===== config.mk =====
export PLATFORM = sky130hd
export DESIGN_NAME = hilo_divider
export DESIGN_NICKNAME = d
export VERILOG_FILES = /design/src/rtl/hilo_divider.sv
export SDC_FILE = /design/constraint.sdc
export NUM_CORES = 1
export LEC_CHECK = 0
export CAP_MARGIN = 20
export CORE_ASPECT_RATIO = 1.2
export CORE_MARGIN = 4
export CORE_UTILIZATION = 53
export DETAILED_ROUTE_END_ITERATION = 12
export PLACE_DENSITY = 0.79
export SKIP_LAST_GASP = 1
export SLEW_MARGIN = 25
export SYNTH_ARGS = -nofsm -noshare
export SYNTH_HDL_FRONTEND = slang
export SYNTH_SLANG_ARGS = --single-unit

===== constraint.sdc =====
create_clock -name clk -period 3.4 [get_ports clk]
set_input_delay 0.68 -clock clk [delete_from_list [all_inputs] [get_ports clk]]
set_output_delay 0.68 -clock clk [all_outputs]
set_load 0.005 [all_outputs]

===== src/rtl/hilo_divider.sv =====
`default_nettype none
// +----------------------------------------------------------------------------+
// | hilo_divider: multi-cycle restoring divider, signed/unsigned, {rem, quot}   |
// | Revision: 1.0                                                               |
// +----------------------------------------------------------------------------+
module hilo_divider #(
  parameter int WIDTH = 32,
  parameter int CNTW  = 6
) (
  input  logic               clk,
  input  logic               rst,
  input  logic               start,
  input  logic               signed_div,
  input  logic               cancel,
  input  logic [WIDTH-1:0]   opa,
  input  logic [WIDTH-1:0]   opb,
  output logic               busy,
  output logic               valid,
  output logic               div_by_zero,
  output logic [2*WIDTH-1:0] hilo
);

  typedef enum logic [2:0] {
    IDLE = 3'd0,
    PREP = 3'd1,
    ITER = 3'd2,
    FIX  = 3'd3,
    DONE = 3'd4
  } state_t;

  localparam logic [CNTW-1:0] c_lastIter = CNTW'(WIDTH - 1);

  state_t             r_state, w_nextState;
  logic [WIDTH-1:0]   r_opa, r_opb, r_quot, r_rem, r_div;
  logic               r_signed, r_negQ, r_negR, r_zeroPend, r_divByZero;
  logic [CNTW-1:0]    r_cnt;
  logic [2*WIDTH-1:0] r_hilo;
  logic               w_accept, w_opaNeg, w_opbNeg;
  logic [WIDTH:0]     w_remShift, w_diff;

  assign w_accept   = ((r_state == IDLE) || (r_state == DONE)) && start && !cancel;
  assign w_opaNeg   = r_signed && r_opa[WIDTH-1];
  assign w_opbNeg   = r_signed && r_opb[WIDTH-1];
  assign w_remShift = {r_rem, r_quot[WIDTH-1]};
  assign w_diff     = w_remShift - {1'b0, r_div};

  // A zero divisor borrows the FIX slot so its result still lands two edges after acceptance
  always_comb begin
    w_nextState = r_state;
    if (cancel) begin
      w_nextState = IDLE;
    end else begin
      case (r_state)
        IDLE:    if (start) w_nextState = PREP;
        PREP:    w_nextState = (r_opb == '0) ? FIX : ITER;
        ITER:    if (r_cnt == c_lastIter) w_nextState = FIX;
        FIX:     w_nextState = DONE;
        DONE:    w_nextState = start ? PREP : IDLE;
        default: w_nextState = IDLE;
      endcase
    end
  end

  always_ff @(posedge clk or negedge rst) begin
    if (!rst) begin
      r_state     <= IDLE;
      r_opa       <= '0;
      r_opb       <= '0;
      r_signed    <= 1'b0;
      r_quot      <= '0;
      r_rem       <= '0;
      r_div       <= '0;
      r_negQ      <= 1'b0;
      r_negR      <= 1'b0;
      r_zeroPend  <= 1'b0;
      r_cnt       <= '0;
      r_hilo      <= '0;
      r_divByZero <= 1'b0;
    end else begin
      r_state <= w_nextState;
      if (w_accept) begin
        r_opa    <= opa;
        r_opb    <= opb;
        r_signed <= signed_div;
      end
      if (!cancel) begin
        case (r_state)
          PREP: begin
            r_quot     <= w_opaNeg ? -r_opa : r_opa;
            r_div      <= w_opbNeg ? -r_opb : r_opb;
            r_rem      <= '0;
            r_negQ     <= w_opaNeg ^ w_opbNeg;
            r_negR     <= w_opaNeg;
            r_zeroPend <= (r_opb == '0);
            r_cnt      <= '0;
          end
          ITER: begin
            // Dividend bits shift out of the quotient register as quotient bits shift in
            if (!w_diff[WIDTH]) begin
              r_rem  <= w_diff[WIDTH-1:0];
              r_quot <= {r_quot[WIDTH-2:0], 1'b1};
            end else begin
              r_rem  <= w_remShift[WIDTH-1:0];
              r_quot <= {r_quot[WIDTH-2:0], 1'b0};
            end
            r_cnt <= r_cnt + 1'b1;
          end
          FIX: begin
            if (r_zeroPend) begin
              r_hilo <= {r_opa, {WIDTH{1'b1}}};
            end else begin
              r_hilo <= {(r_negR ? -r_rem : r_rem), (r_negQ ? -r_quot : r_quot)};
            end
            r_divByZero <= r_zeroPend;
          end
          default: ;
        endcase
      end
    end
  end

  assign busy        = (r_state == PREP) || (r_state == ITER) || (r_state == FIX);
  assign valid       = (r_state == DONE);
  assign div_by_zero = r_divByZero;
  assign hilo        = r_hilo;

endmodule
`default_nettype wire


==> results.yml, run 1 <==
run_status:
  outcome: "completed"
die:
  core.rowCount: 64
  die-height_um: 185
  initial_core_util_pct: 54.1
  fp.coreArea_mm2: 0.0257
  ioPinCount: 136
  fp.dieW_um: 156
  die_area_mm2: 0.0289
detailed_routing:
  detailroute.via_count: 11884
  wirelength_mm: 34.8
  route.detailed.vias_per_inst: 5.79
  drt_pre_antenna_iters: 5
  drc: 0
  initial_drc_count: 807
  routed_wire_length_per_instance_um: 17.0
  route.antenna.remaining_nets: 0
final_layout:
  multi_input_area_mm2: 0.00747
  n_fill_cell: 2079
  share_of_layout_cells_above_drive_strength_1_pct: 9.63
  area.growth.synth_to_final_pct: 20.1
  sequential_standard_cell_area_mm2: 0.00596
  nets: 1813
  antenna_fix_cells: 0
  final-instance-count-excl-fill: 2053
synthesis:
  synth.area.top_cells: "sky130_fd_sc_hd__dfrtp_1, sky130_fd_sc_hd__o21ai_0, sky130_fd_sc_hd__nand2_1, sky130_fd_sc_hd__xor2_1, sky130_fd_sc_hd__a21oi_1"
  synth_flop_cell: "sky130_fd_sc_hd__dfrtp_1"
  post_synth.cell_area_avg_um2: 8.80
  yosysTopAreaCell: "sky130_fd_sc_hd__dfrtp_1"
  synth_warnings: 0
  syn-instance-count: 1579
  synthesis.nets: 1686
  yosys.cell_types.count: 62
  async_reset_ff_share_pct: 100
  synth_top_cells_by_count: "sky130_fd_sc_hd__dfrtp_1, sky130_fd_sc_hd__nand2_1, sky130_fd_sc_hd__o21ai_0, sky130_fd_sc_hd__a21oi_1, sky130_fd_sc_hd__nor2_1"
  post_synth_instance_area_mm2: 0.0139
  synth_enable_flop_cells: 0
  yosys.area.top_type_share_pct: 42.9
  synth-seq-cells: 238
  yosysSeqAreaShare_pct: 42.9
  synthMostInstantiatedCell: "sky130_fd_sc_hd__dfrtp_1"
timing:
  maxSlewHeadroom_pct: 48.9
  finalCritPeriodShare_pct: 95.5
  finalHoldViolCount: 0
  report.final.setup_viol: 0
  least_margin_pin_slew_ns: 0.766
  maxSlewViolCount: 0
  fmax_mhz: 308
  timing.clock.skew_ns: 0.0125
  finalCriticalPeriod_ns: 3.25
worst_hold_path:
  hold_class: "in2async"
cts:
  cts_tree: "built"
  clock_latency_ns: 0.53
  clk_pin_slew_worst_paths_ns: 0.06
  ctsHtreeMaxLevel: 1
  numCtsBuffers: 25
  ctsLongestPathBuffers: 3
  postCtsSetupBuffers: 0
  post_cts_hold_buffers: 0
  tritoncts_num_sinks: 238
  buffer_cell_driving_the_clock_tree_root: "sky130_fd_sc_hd__clkbuf_16"
  post_cts_resize_count: 0
power_and_ir_drop:
  peak_ir_drop_on_the_vdd_network_v: 0.000536
  static-leakage-power_nw: 7.24
  powerDensity_mw_per_mm2: 1060
  power.total_mw: 17.6
critical_path:
  arr_time_crit_path_ns: 3.62
  number_of_cells_traversed_by_the_worst_register_to_register_path: 11
  worstSetupStartpointType: "flip-flop"
  rr_endpoint: "r_rem[9]"
  timing.critical_path.fanout_max: 23
  worstReg2RegStart: "r_rem[17]"
  reg2reg_setup_slack_ns: 0.15
  cp-end-kind: "flip-flop"
  critical_path_class: "reg2reg"
  cp.required_ns: 3.77
grt:
  grt_first_pass_wirelength_mm: 57.4
  vias_in_the_first_global_route: 11570
  overflow: 0
  grt_antenna_before_repair: 0
  grt_max_degree: 80
  global_route.usage.total_pct: 24.0
run:
  drv_cap: 0
placement:
  post-place-cells: 2009
  io_buffer_count: 135
  gp_congestion: 0.882
  dpl.hpwl_mm: 26.0
==> layout by cell type, fill, tap and decap left out, types with 10 or more instances in the layout <==
cell type	count
sky130_fd_sc_hd__clkdlybuf4s50_1	134
sky130_fd_sc_hd__nor3_1	25
sky130_fd_sc_hd__xor2_1	86
sky130_fd_sc_hd__xnor2_1	57
sky130_fd_sc_hd__buf_4	42
sky130_fd_sc_hd__nand3_1	18
sky130_fd_sc_hd__a21o_1	10
sky130_fd_sc_hd__nand2b_1	21
sky130_fd_sc_hd__nand2_1	202
sky130_fd_sc_hd__nor2_1	124
sky130_fd_sc_hd__o31ai_1	17
sky130_fd_sc_hd__a22oi_1	17
sky130_fd_sc_hd__nor4_1	12
sky130_fd_sc_hd__ha_1	37
sky130_fd_sc_hd__a31oi_1	11
sky130_fd_sc_hd__clkbuf_16	25
sky130_fd_sc_hd__o41ai_1	11
sky130_fd_sc_hd__a21oi_1	138
sky130_fd_sc_hd__mux2i_1	19
sky130_fd_sc_hd__inv_1	54
sky130_fd_sc_hd__dfrtp_1	237
sky130_fd_sc_hd__mux2_2	54
sky130_fd_sc_hd__and2_1	10
sky130_fd_sc_hd__or3_1	26
sky130_fd_sc_hd__o21ai_0	202
==> flip-flops by register name, summed over array words and instances (netlist names) <==
signal,cells
r_zeroPend,1
r_opb,32
r_div,32
r_quot,32
r_negQ,1
r_cnt,6
hilo,64
div_by_zero,1
r_state,3
r_signed,1
r_opa,32
r_negR,1
r_rem,32
==> where the power goes <==
part	leakage, nW	internal, mW	switching (mW)
registers	2.99	3.94	1.26
clock network	0.424	1.79	1.13
logic	3.82	4.44	5.06
==> metrics by stage <==
step	setup slack [ns]	setup TNS (ns)	instance area, um2	util (%)	hold WS [ns]
after floorplan	0.222	0	13900	-	0.384
after global placement	0.228	0	15800	61.5	0.459
after detailed placement	0.159	0	15800	61.5	0.464
after CTS	0.101	0	16700	64.9	0.165
after global routing	-0.000686	-0.000686	16700	64.9	0.187
final	0.152	0	16700	64.9	0.142
==> final cells by class <==
cell class                 instances  share of cell area [%]
multi-input combinational       1204                    44.7
sequential                       238                    35.7
timing repair buffer             182                    10.6
clock buffer                      31                    4.06
tap                              330                    2.47
inverter                          55                    1.24
clock inverter                    13                    1.18
==> worst max-delay path, stage by stage, from the launching register on <==
cell                       delay, ns
sky130_fd_sc_hd__dfrtp_1        0.45
sky130_fd_sc_hd__ha_1           0.41
sky130_fd_sc_hd__and3_1         0.25
sky130_fd_sc_hd__and2_1         0.18
sky130_fd_sc_hd__a221oi_1       0.41
sky130_fd_sc_hd__nor3b_2        0.27
sky130_fd_sc_hd__a211oi_1       0.14
sky130_fd_sc_hd__a211oi_4       0.26
sky130_fd_sc_hd__buf_12         0.20
sky130_fd_sc_hd__buf_4          0.19
sky130_fd_sc_hd__mux2i_1        0.23
sky130_fd_sc_hd__o21ai_0        0.10
==> how the worst max path moves through the flow <==
stage                           from        to  slack, ns
final                      r_rem[17]  r_rem[9]       0.15
after global routing      r_quot[31]  r_rem[9]    -0.0007
after CTS                  r_rem[17]  r_rem[9]       0.10
after detailed placement   r_rem[17]  r_rem[9]       0.16
after global placement    r_quot[31]  r_rem[3]       0.23
after floorplan           r_quot[31]  r_rem[5]       0.22
==> layer usage <==
metal	up-vias	GRT usage (%)	part of all wire, %
met5	-	0	0
met4	0	8.23	3.2
met3	87	3.04	6.2
met2	397	41.5	49
met1	5618	31.1	41
li1	5782	-	-
==> logic make-up after synthesis <==
| kind of cell | synth area share, % |
|---|---|
| buffers and inverters | 3.73 |
| muxes | 5.74 |
| adders and majority gates | 3.48 |
| and+or+nand+nor | 16.0 |
| xor gates and xnor gates | 9.01 |
| DFF | 42.9 |
| AOI/OAI and AO/OA | 19.2 |
No activity file was read; power rests on OpenSTA's default activity.
==> run 2: changes to the inputs <==
--- a/config.mk
+++ b/config.mk
@@ -8,9 +8,9 @@
 export CAP_MARGIN = 20
 export CORE_ASPECT_RATIO = 1.2
 export CORE_MARGIN = 4
-export CORE_UTILIZATION = 53
+export CORE_UTILIZATION = 50
 export DETAILED_ROUTE_END_ITERATION = 12
-export PLACE_DENSITY = 0.79
+export PLACE_DENSITY = 0.75
 export SKIP_LAST_GASP = 1
 export SLEW_MARGIN = 25
 export SYNTH_ARGS = -nofsm -noshare
==> run 2 against run 1 <==
  * Clock-buffer cell count grew 2
  * Register-to-register slack is essentially flat
  * Critical path depth shrank 2
  * Largest cell class unchanged
  * Critical path type unchanged
  * Die area grew 5.7%
  * Total power grew 1.1%
==> results.yml, run 2 (synthesis gave the netlist of run 1 again) <==
run_status:
  outcome: "completed"
grt:
  grt_max_degree: 85
  grt_antenna_before_repair: 0
  global_route.usage.total_pct: 22.5
  grt_first_pass_wirelength_mm: 57.0
  vias_in_the_first_global_route: 11401
  overflow: 0
final_layout:
  largest_reg_flops: 64
  leading_cell_type_in_the_layout_fill_and_taps_excluded: "sky130_fd_sc_hd__dfrtp_1"
  share_of_layout_cells_above_drive_strength_1_pct: 9.98
  final_core_utilization_pct: 61.5
  nets: 1823
  layout.cell_area.non_filler_mm2: 0.0168
  antenna_fix_cells: 0
  final-instance-count-excl-fill: 2074
  area.growth.synth_to_final_pct: 20.6
  layout_common_cells: "sky130_fd_sc_hd__dfrtp_1, sky130_fd_sc_hd__nand2_1, sky130_fd_sc_hd__o21ai_0"
power_and_ir_drop:
  total_switching_power_mw: 7.55
  powerDensity_mw_per_mm2: 1060
  clockPowerShare_pct: 15.4
  pwr-share-comb_pct: 55.6
  internal_power_mw: 10.3
  power.share.switching_pct: 42.4
  power.sequential.fraction_pct: 29.0
  static-leakage-power_nw: 7.28
  peak_ir_drop_on_the_vdd_network_v: 0.000469
critical_path:
  arr_time_crit_path_ns: 3.69
  crit_path_start: "r_rem[5]"
  number_of_cells_traversed_by_the_worst_register_to_register_path: 9
  timing.critical_path.fanout_max: 6
  reg2reg_setup_slack_ns: 0.16
  cp-end-kind: "flip-flop"
  cp_cell_sequence: "or4_4 > or4_4 > or3_4 > or2_1 > or3_4 > o31ai_2 > xnor2_1 > mux2i_1 > o21ai_1"
  critPathTopFamily: "simple AND/OR/NAND/NOR gates"
  setup.worst_path.end: "hilo[63]"
  critical_path.n_buffers_inverters: 0
  worstReg2RegStart: "r_rem[5]"
  path_depth: 9
  timing.critical_path.slowest_cell_delay_ns: 0.57
  worstSetupStartpointType: "flip-flop"
  slowest_stage: "sky130_fd_sc_hd__or4_4"
  critical_path_class: "reg2reg"
  cp.required_ns: 3.85
  rr_endpoint: "hilo[63]"
placement:
  dpl-instance-area_mm2: 0.0159
  dpl.hpwl_mm: 26.3
  post-place-cells: 2026
  gp_congestion: 0.956
  io_buffer_count: 135
detailed_routing:
  initial_drc_count: 687
  wirelength_mm: 35.6
  route.detailed.vias_per_inst: 5.68
  route.antenna.remaining_nets: 0
  drt_pre_antenna_iters: 5
  drc: 0
  detailroute.via_count: 11786
  routed_wire_length_per_instance_um: 17.2
timing:
  least_margin_pin_slew_ns: 0.678
  maxSlewHeadroom_pct: 54.8
  finalHoldViolCount: 0
  timing.clock.skew_ns: 0.0128
  maxSlewViolCount: 0
  fmax_mhz: 309
  timing.setup.tns_ns: 0
  finalCriticalPeriod_ns: 3.24
  report.final.setup_viol: 0
  finalCritPeriodShare_pct: 95.3
  min_hold_slack_ns: 0.151
die:
  ioPinCount: 136
  die-height_um: 191
  fp.dieW_um: 160
  fp.coreArea_mm2: 0.0273
  die_area_mm2: 0.0305
  core.rowCount: 66
  initial_core_util_pct: 51.0
cts:
  buffer_cell_driving_the_clock_tree_root: "sky130_fd_sc_hd__clkbuf_16"
  clk_pin_slew_worst_paths_ns: 0.06
  ctsLongestPathBuffers: 3
  post_cts_hold_buffers: 0
  clock_latency_ns: 0.52
  numCtsBuffers: 25
  ctsHtreeMaxLevel: 1
  cts_tree: "built"
  tritoncts_num_sinks: 238
worst_hold_path:
  hold_class: "in2async"
run:
  drv_cap: 0
==> run 2: cell count changes in the layout (fill, tap and decap cells not counted), sizes merged <==
cell      before  now
inv           54   55
clkbuf        31   34
buf           48   57
clkinv         6    7
bufinv         5    3
clkinvlp       3    2
==> run 2: final cells by class <==
type / instances / area, um2
Clock buffer: 33 / 666
Clock inverter: 12 / 148
Fill cell: 2323 / 10500
Inverter: 55 / 206
Multi-Input combinational cell: 1204 / 7470
Sequential cell: 238 / 5960
Tap cell: 340 / 425
Timing Repair Buffer: 192 / 1890
==> run 2: worst reg2reg max path, cell delays in order (launching register included) <==
cell and delay (ns):
sky130_fd_sc_hd__dfrtp_1 0.45, sky130_fd_sc_hd__or4_4 0.57, sky130_fd_sc_hd__or4_4 0.56, sky130_fd_sc_hd__or3_4 0.37, sky130_fd_sc_hd__or2_1 0.24, sky130_fd_sc_hd__or3_4 0.37, sky130_fd_sc_hd__o31ai_2 0.21, sky130_fd_sc_hd__xnor2_1 0.15
sky130_fd_sc_hd__mux2i_1 0.10, sky130_fd_sc_hd__o21ai_1 0.14
==> run 2: what timing repair did <==
| action | 4_1_cts | 5_1_grt |
|---|---|---|
| gates resized for setup | 0 | 2 |
| endpoints found under the setup margin | 0 | 20 |
| buffers inserted | 0 | 2 |
==> run 2: worst min path at each step <==
stage,cells past startpoint,to
finish,1,div_by_zero
global placement,2,hilo[30]
CTS,1,div_by_zero
global route,1,div_by_zero
detailed placement,2,hilo[29]
floorplan,0,div_by_zero
==> run 2: per-layer routing <==
metal / wire, um / track usage [%] / vias to the layer above
li1: - / - / 5816
met1: 15300 / 28.9 / 5599
met2: 17600 / 40.2 / 321
met3: 1960 / 2.98 / 50
met4: 682 / 5.79 / 0
met5: 0 / 0 / -
==> run 2: power groups by stage <==
stage | Combinational (mW) | Sequential [mW] | Clock (mW)
final | 9.90 | 5.16 | 2.75
after global routing | 11.0 | 5.33 | 2.90
after CTS | 9.69 | 5.14 | 2.80
after detailed placement | 9.62 | 5.19 | 0
after global placement | 9.46 | 5.12 | 0
after floorplan | 6.62 | 4.88 | 0
==> run 2: metrics by stage <==
| stage | setup WS, ns | total power, mW |
|---|---|---|
| 2_1_floorplan | 0.222 | 11.5 |
| 3_3_place_gp | 0.212 | 14.6 |
| 3_5_place_dp | 0.166 | 14.8 |
| 4_1_cts | 0.129 | 17.6 |
| 5_1_grt | -0.00938 | 19.2 |
| 6_report | 0.159 | 17.8 |
